`src/rtl/aes_out_serializer_pkg.sv`:
```
// Shared widths, FSM state type and byte-select helper for the AES output serializer.
package aes_out_pkg;

  localparam int unsigned WORD_W = 16;
  localparam int unsigned BYTE_W = 8;

  typedef enum logic [1:0] {
    S_IDLE   = 2'd0,
    S_FIRST  = 2'd1,
    S_SECOND = 2'd2
  } state_e;

  function automatic logic [BYTE_W-1:0] pick_byte(input logic [WORD_W-1:0] w, input logic hi);
    return hi ? w[15:8] : w[7:0];
  endfunction

endpackage

```
`src/rtl/aes_out_serializer_if.sv`:
```
// Word-in / byte-out bus of the AES output serializer.
interface aes_out_serializer_if #(
  parameter int unsigned DEPTH = 4
);
  import aes_out_pkg::*;

  localparam int unsigned CW = $clog2(DEPTH) + 1;

  logic              in_word_valid;
  logic [WORD_W-1:0] in_word;
  logic              out_word_ready;
  logic              out_byte_valid;
  logic              in_byte_ready;
  logic [BYTE_W-1:0] out_byte;
  logic              out_last;
  logic [CW-1:0]     out_count;
  logic              out_overflow;

  modport slave (
    input  in_word_valid, in_word, in_byte_ready,
    output out_word_ready, out_byte_valid, out_byte, out_last, out_count, out_overflow
  );

  modport master (
    output in_word_valid, in_word, in_byte_ready,
    input  out_word_ready, out_byte_valid, out_byte, out_last, out_count, out_overflow
  );

endinterface

```
`src/rtl/aes_word_fifo.sv`:
```
// Synchronous word FIFO; writes while full and reads while empty are ignored.
module aes_word_fifo
  import aes_out_pkg::*;
#(
  parameter int unsigned DEPTH = 4
) (
  input  logic                     clk,
  input  logic                     rst_n,
  input  logic                     wr_en,
  input  logic [WORD_W-1:0]        wr_data,
  input  logic                     rd_en,
  output logic [WORD_W-1:0]        rd_data,
  output logic [$clog2(DEPTH):0]   count,
  output logic                     full,
  output logic                     empty
);

  localparam int unsigned AW = $clog2(DEPTH);
  localparam int unsigned CW = AW + 1;

  logic [WORD_W-1:0] mem_q [DEPTH];
  logic [WORD_W-1:0] mem_d [DEPTH];
  logic [AW-1:0]     wr_ptr_q, wr_ptr_d;
  logic [AW-1:0]     rd_ptr_q, rd_ptr_d;
  logic [CW-1:0]     count_q, count_d;
  logic              do_wr, do_rd;

  assign full    = (count_q == CW'(DEPTH));
  assign empty   = (count_q == '0);
  assign count   = count_q;
  assign rd_data = mem_q[rd_ptr_q];

  // Fullness comes from the registered count, so a same-cycle pop never frees a slot
  assign do_wr = wr_en & ~full;
  assign do_rd = rd_en & ~empty;

  always_comb begin
    mem_d    = mem_q;
    wr_ptr_d = wr_ptr_q;
    rd_ptr_d = rd_ptr_q;
    if (do_wr) begin
      mem_d[wr_ptr_q] = wr_data;
      wr_ptr_d        = wr_ptr_q + AW'(1);
    end
    if (do_rd) begin
      rd_ptr_d = rd_ptr_q + AW'(1);
    end
    count_d = count_q + CW'(do_wr) - CW'(do_rd);
  end

  always_ff @(posedge clk) begin
    if (!rst_n) begin
      wr_ptr_q <= '0;
      rd_ptr_q <= '0;
      count_q  <= '0;
    end else begin
      wr_ptr_q <= wr_ptr_d;
      rd_ptr_q <= rd_ptr_d;
      count_q  <= count_d;
    end
  end

  always_ff @(posedge clk) begin
    mem_q <= mem_d;
  end

endmodule

```
`src/rtl/aes_out_serializer.sv`:
```
// Buffers 16-bit encoder words and emits them as byte pairs on a valid/ready interface.
module aes_out_serializer
  import aes_out_pkg::*;
#(
  parameter int unsigned DEPTH     = 4,
  parameter bit          MSB_FIRST = 1'b1
) (
  input  logic                 in_clka,
  input  logic                 in_restart_n,
  aes_out_serializer_if.slave  bus
);

  localparam int unsigned CW = $clog2(DEPTH) + 1;

  state_e            state_q, state_d;
  logic [WORD_W-1:0] hold_q, hold_d;
  logic [BYTE_W-1:0] byte_q, byte_d;
  logic              valid_q, valid_d;
  logic              last_q, last_d;
  logic              ovf_q, ovf_d;

  logic              rd_en;
  logic [WORD_W-1:0] rd_data;
  logic [CW-1:0]     count;
  logic              full, empty;
  logic              xfer;

  aes_word_fifo #(
    .DEPTH(DEPTH)
  ) u_fifo (
    .clk     (in_clka),
    .rst_n   (in_restart_n),
    .wr_en   (bus.in_word_valid),
    .wr_data (bus.in_word),
    .rd_en   (rd_en),
    .rd_data (rd_data),
    .count   (count),
    .full    (full),
    .empty   (empty)
  );

  assign xfer               = valid_q & bus.in_byte_ready;
  assign bus.out_word_ready = in_restart_n & ~full;
  assign bus.out_byte_valid = valid_q;
  assign bus.out_byte       = byte_q;
  assign bus.out_last       = last_q;
  assign bus.out_count      = count;
  assign bus.out_overflow   = ovf_q;

  always_comb begin
    state_d = state_q;
    hold_d  = hold_q;
    byte_d  = byte_q;
    valid_d = valid_q;
    last_d  = last_q;
    rd_en   = 1'b0;
    ovf_d   = ovf_q | (bus.in_word_valid & full);

    unique case (state_q)
      S_IDLE: begin
        rd_en = ~empty;
      end
      S_FIRST: begin
        if (xfer) begin
          state_d = S_SECOND;
          byte_d  = pick_byte(hold_q, ~MSB_FIRST);
          last_d  = 1'b1;
        end
      end
      S_SECOND: begin
        if (xfer) begin
          if (!empty) begin
            rd_en = 1'b1;
          end else begin
            state_d = S_IDLE;
            valid_d = 1'b0;
            last_d  = 1'b0;
            byte_d  = '0;
          end
        end
      end
      default: begin
        state_d = S_IDLE;
        valid_d = 1'b0;
        last_d  = 1'b0;
        byte_d  = '0;
      end
    endcase

    // Shared pop path for IDLE and the bubble-free SECOND->FIRST hand-off
    if (rd_en) begin
      hold_d  = rd_data;
      state_d = S_FIRST;
      byte_d  = pick_byte(rd_data, MSB_FIRST);
      valid_d = 1'b1;
      last_d  = 1'b0;
    end
  end

  always_ff @(posedge in_clka) begin
    if (!in_restart_n) begin
      state_q <= S_IDLE;
      hold_q  <= '0;
      byte_q  <= '0;
      valid_q <= 1'b0;
      last_q  <= 1'b0;
      ovf_q   <= 1'b0;
    end else begin
      state_q <= state_d;
      hold_q  <= hold_d;
      byte_q  <= byte_d;
      valid_q <= valid_d;
      last_q  <= last_d;
      ovf_q   <= ovf_d;
    end
  end

endmodule

```
`src/flat_wrapper.sv`:
```
// flat-port wrapper written by rule: the top's interface ports become plain ports
module aes_out_serializer_flat import aes_out_pkg::*;
#(
  parameter int unsigned DEPTH     = 4,
  parameter bit          MSB_FIRST = 1'b1
)
  (in_clka, in_restart_n, bus_in_word_valid, bus_in_word, bus_in_byte_ready, bus_out_word_ready, bus_out_byte_valid, bus_out_byte, bus_out_last, bus_out_count, bus_out_overflow);
  aes_out_serializer_if #(.DEPTH(DEPTH)) bus_i ();
  input  logic in_clka;
  input  logic in_restart_n;
  input wire logic [$bits(bus_i.in_word_valid)-1:0] bus_in_word_valid;
  input wire logic [$bits(bus_i.in_word)-1:0] bus_in_word;
  input wire logic [$bits(bus_i.in_byte_ready)-1:0] bus_in_byte_ready;
  output wire logic [$bits(bus_i.out_word_ready)-1:0] bus_out_word_ready;
  output wire logic [$bits(bus_i.out_byte_valid)-1:0] bus_out_byte_valid;
  output wire logic [$bits(bus_i.out_byte)-1:0] bus_out_byte;
  output wire logic [$bits(bus_i.out_last)-1:0] bus_out_last;
  output wire logic [$bits(bus_i.out_count)-1:0] bus_out_count;
  output wire logic [$bits(bus_i.out_overflow)-1:0] bus_out_overflow;
  assign bus_i.in_word_valid = bus_in_word_valid;
  assign bus_i.in_word = bus_in_word;
  assign bus_i.in_byte_ready = bus_in_byte_ready;
  assign bus_out_word_ready = bus_i.out_word_ready;
  assign bus_out_byte_valid = bus_i.out_byte_valid;
  assign bus_out_byte = bus_i.out_byte;
  assign bus_out_last = bus_i.out_last;
  assign bus_out_count = bus_i.out_count;
  assign bus_out_overflow = bus_i.out_overflow;
  aes_out_serializer #(.DEPTH(DEPTH), .MSB_FIRST(MSB_FIRST)) u_core (.in_clka(in_clka), .in_restart_n(in_restart_n), .bus(bus_i));
endmodule
```
`config.mk`:
```
export PLATFORM = sky130hd
export DESIGN_NAME = aes_out_serializer_flat
export DESIGN_NICKNAME = d
export VERILOG_FILES = /design/src/rtl/aes_out_serializer_pkg.sv /design/src/rtl/aes_out_serializer_if.sv /design/src/rtl/aes_word_fifo.sv /design/src/rtl/aes_out_serializer.sv /design/src/flat_wrapper.sv
export SDC_FILE = /design/constraint.sdc
export NUM_CORES = 1
export LEC_CHECK = 0
export CAP_MARGIN = 10
export CORE_MARGIN = 1.5
export CORE_UTILIZATION = 50
export DETAILED_ROUTE_END_ITERATION = 8
export PLACE_DENSITY_LB_ADDON = 0.12
export SLEW_MARGIN = 10
export SYNTH_ARGS = -nofsm -noshare
export SYNTH_HDL_FRONTEND = slang
export SYNTH_HIERARCHICAL = 1
export SYNTH_SLANG_ARGS = --single-unit
```
`constraint.sdc`:
```
create_clock -name in_clka -period 3.2 [get_ports in_clka]
set_input_delay 0.8 -clock in_clka [delete_from_list [all_inputs] [get_ports in_clka]]
set_output_delay 0.8 -clock in_clka [all_outputs]
set_load 0.05 [all_outputs]
```
==> results.yml <==
status:
  status: "finished clean"
worst_setup_path:
  crit_required_ps: 3450
  r2r-start: "u_core/u_fifo/count[1]"
  cp-end-kind: "flip-flop"
  cpMaxStageDelayCell: "clkdlybuf4s50_1"
  critPathLaunchType: "primary input"
  critical_path_class: "primary input to flip-flop"
  cpPeakStageDelay_ps: 530
  critical_path.max_fanout: 2
  rr_worst_depth: 12
  cp_top_family: "adder cells"
  crit_arrival_ps: 3020
  r2r_slack_ps: 560
  cp-startpoint: "bus_in_byte_ready"
  crit_buf_inv: 3
  r2r_end: "u_core/u_fifo/count[2]"
  path_cells: "clkdlybuf4s50_1, a21boi_4, nor2_1, nor2b_1, ha_1, inv_1, ha_1, inv_1, fa_1, xnor2_1, xnor2_1, and2_1"
floorplan:
  start_util_pct: 52.2
  dieWidth_um: 90.5
  rows: 31
  ios: 35
  die_h_um: 90.5
  die-area_um2: 8190
  fp.coreArea_um2: 7330
sta:
  hold_viol: 0
  period_share_pct: 86.6
  drv_slew: 0
  fmax_mhz: 361
  tightestPinTransition_ps: 842
  fin_skew_ps: 8.87
  fin_crit_ps: 2770
  setup_slack_ps: 428
  relSlewSlack_pct: 43.8
  setup_tns_ps: 0
  rsz0062_at_grt: "false"
  setup_viol: 0
clock_network:
  ctsResizeCount: 0
  clk_root_buffer_cell: "clkbuf_8"
  hold_buffers: 0
  clockBufferDepth: 2
  post_cts_buffers: 0
  clkLatencyLatePin_ps: 340
  cts_tree: "yes"
  cts-buffers-inserted: 9
  htree_levels: 3
  path_clk_slew_ps: 90
  cts.sinks: 91
hold_path:
  holdCritPathClass: "flip-flop to flip-flop"
  hold_end: "u_core/hold_q[5]"
  holdCritStartpoint: "u_core/hold_q[5]"
  holdPathStages: 2
layout:
  nFillCells: 569
  finalNetCount: 311
  drive_gt1_share_pct: 16.3
  diodes: 0
  seqCellArea_um2: 2460
  multi_input_area_um2: 1240
  area_growth_pct: 18.9
logic_synthesis:
  synth_warnings: 6
  yosysTopAreaCell: "edfxtp_1"
  synth_fp_nets: 267
  seq_area_frac_synth_pct: 64.3
  syn-mean-instance-area_um2: 15.9
  netlist_instances: 240
  synthesis.area_um2: 3830
  ys_top_cells_by_area: "edfxtp_1 (50%), dfxtp_1 (14%), mux4_2 (5.3%)"
  ys_ff_latch: 91
  synth.distinct_cells: 47
  yosysTopAreaCellShare_pct: 50.2
drt:
  maxUsedRoutingLayer: "met4"
  first_pass_iters: 4
  vias_per_cell: 5.67
  finalWirelength_mm: 6.93
  routed-wl-met2_mm: 3.31
  drc: 0
  vias: 2199
  wl_met1_mm: 3.27
  dr_wl_met3_um: 266
  ant_nets: 0
  initialDrtViolationCount: 189
  wl_per_cell_um: 17.9
global_route:
  grt_pass1_wl_mm: 11.5
  antenna_found_initial: 0
  grt_overflow_total: 0
  grt_pass1_vias: 2202
  grt_use_total_pct: 18.6
  grt_max_degree: 31
placed_design:
  dp_hpwl_mm: 4.40
  routabilityCongestion: 0.763
  io_buffers: 34
  pre_cts_ws_ps: 77.1
run:
  maxCapViolCount: 0
pwr:
  p_per_area_nw_per_um2: 864
  power.leakage_nw: 1.53
  ir_drop_mv: 0.404
-- cells in the mapped netlist (all sizes together) --
| master | number |
|---|---|
| and2 | 7 |
| nand2b | 1 |
| a2bb2oi | 1 |
| a31oi | 2 |
| a21bo | 1 |
| mux2i | 2 |
| inv | 6 |
| edfxtp | 64 |
| nor3 | 1 |
| nand3 | 8 |
| fa | 1 |
| a211oi | 1 |
| nand4bb | 1 |
| buf | 11 |
| dfxtp | 27 |
| a21oi | 9 |
| xor2 | 1 |
| a32oi | 8 |
| mux4 | 16 |
| nor3b | 2 |
| or4b | 6 |
| and3 | 1 |
| o21ai | 10 |
| and4b | 1 |
| or3 | 1 |
| xnor2 | 3 |
| nor2b | 5 |
| and2b | 1 |
| clkbuf | 4 |
| nor2 | 2 |
| ha | 6 |
| o311ai | 6 |
| o21a | 2 |
| a21boi | 12 |
| nand2 | 7 |
| or2 | 1 |
| nor4bb | 2 |
-- metal layers --
layer  vias to the layer above  GRT usage, %
met5                         -             0
met4                         0          6.35
met3                         8          3.79
met2                        59          28.9
met1                      1091          26.1
li1                       1041             -
-- placed cells by master (no fill, tap or decap), drive strengths merged, types with 7 or more instances in the layout --
cell / instances
edfxtp: 64
clkdlybuf4s50: 33
dfxtp: 27
mux4: 16
buf: 15
a21boi: 12
o21ai: 10
clkbuf: 9
a21oi: 9
nand3: 8
a32oi: 8
inv: 8
and2: 7
nand2: 7
-- sequential cells by signal, indices dropped and copies added (netlist names) --
name                       count
u_core/state_q                 2
u_core/bus.out_byte_valid      1
u_core/u_fifo/count            3
u_core/u_fifo/rd_ptr_q         2
u_core/u_fifo/mem_q           64
u_core/u_fifo/wr_ptr_q         2
u_core/bus.out_overflow        1
u_core/bus.out_byte            8
u_core/hold_q                  8
-- kinds of logic (layout without fill, tap and decap cells) --
kind of cell / count (synthesis) / after routing / synth area share, %
buf+inv: 21 / 70 / 3.27
xor+xnor: 4 / 4 / 1.11
fa+ha+maj: 7 / 7 / 2.48
simple gates: 47 / 47 / 8.17
flops: 91 / 91 / 64.3
mux: 18 / 18 / 10.6
compound gates: 52 / 52 / 10.0
-- report_power, final --
group | switching, mW | internal [mW]
clock | 0.406 | 0.526
sequential | 0.141 | 1.46
combinational | 0.773 | 0.621
total | 1.32 | 2.61
-- cell type report --
type,instances,area share (%)
multi-input cells,128,27.2
inverters,6,0.495
clock buffers,9,2.72
flip-flops and latches,91,54.1
well taps,99,2.72
clock inverters,7,2.69
repair buffers,48,10.0
-- stage by stage --
step	hold WS [ps]	power [mW]	cells	area (um2)	util, %
detailed placement	480	3.03	372	4300	58.7
global placement	473	3.01	372	4300	58.7
global route	529	4.16	388	4550	62.1
finish	495	3.93	388	4550	62.1
floorplan	457	2.65	240	3830	-
CTS	490	3.97	388	4550	62.1
-- worst min-delay path: cells and delay by family (launching register included) --
family	cells	cell delay, ps
flops	1	320
compound gates	2	130
-- how the worst max path moves through the flow --
stage                             end  slack [ps]  cells past startpoint
2_1_floorplan  u_core/u_fifo/count[2]         180                     13
3_3_place_gp   u_core/u_fifo/count[2]         100                     12
3_5_place_dp   u_core/u_fifo/count[2]          80                     12
4_1_cts        u_core/u_fifo/count[2]         440                     12
5_1_grt        u_core/u_fifo/count[2]         280                     12
6_report       u_core/u_fifo/count[2]         430                     12
No activity file was read; power rests on OpenSTA's default activity.
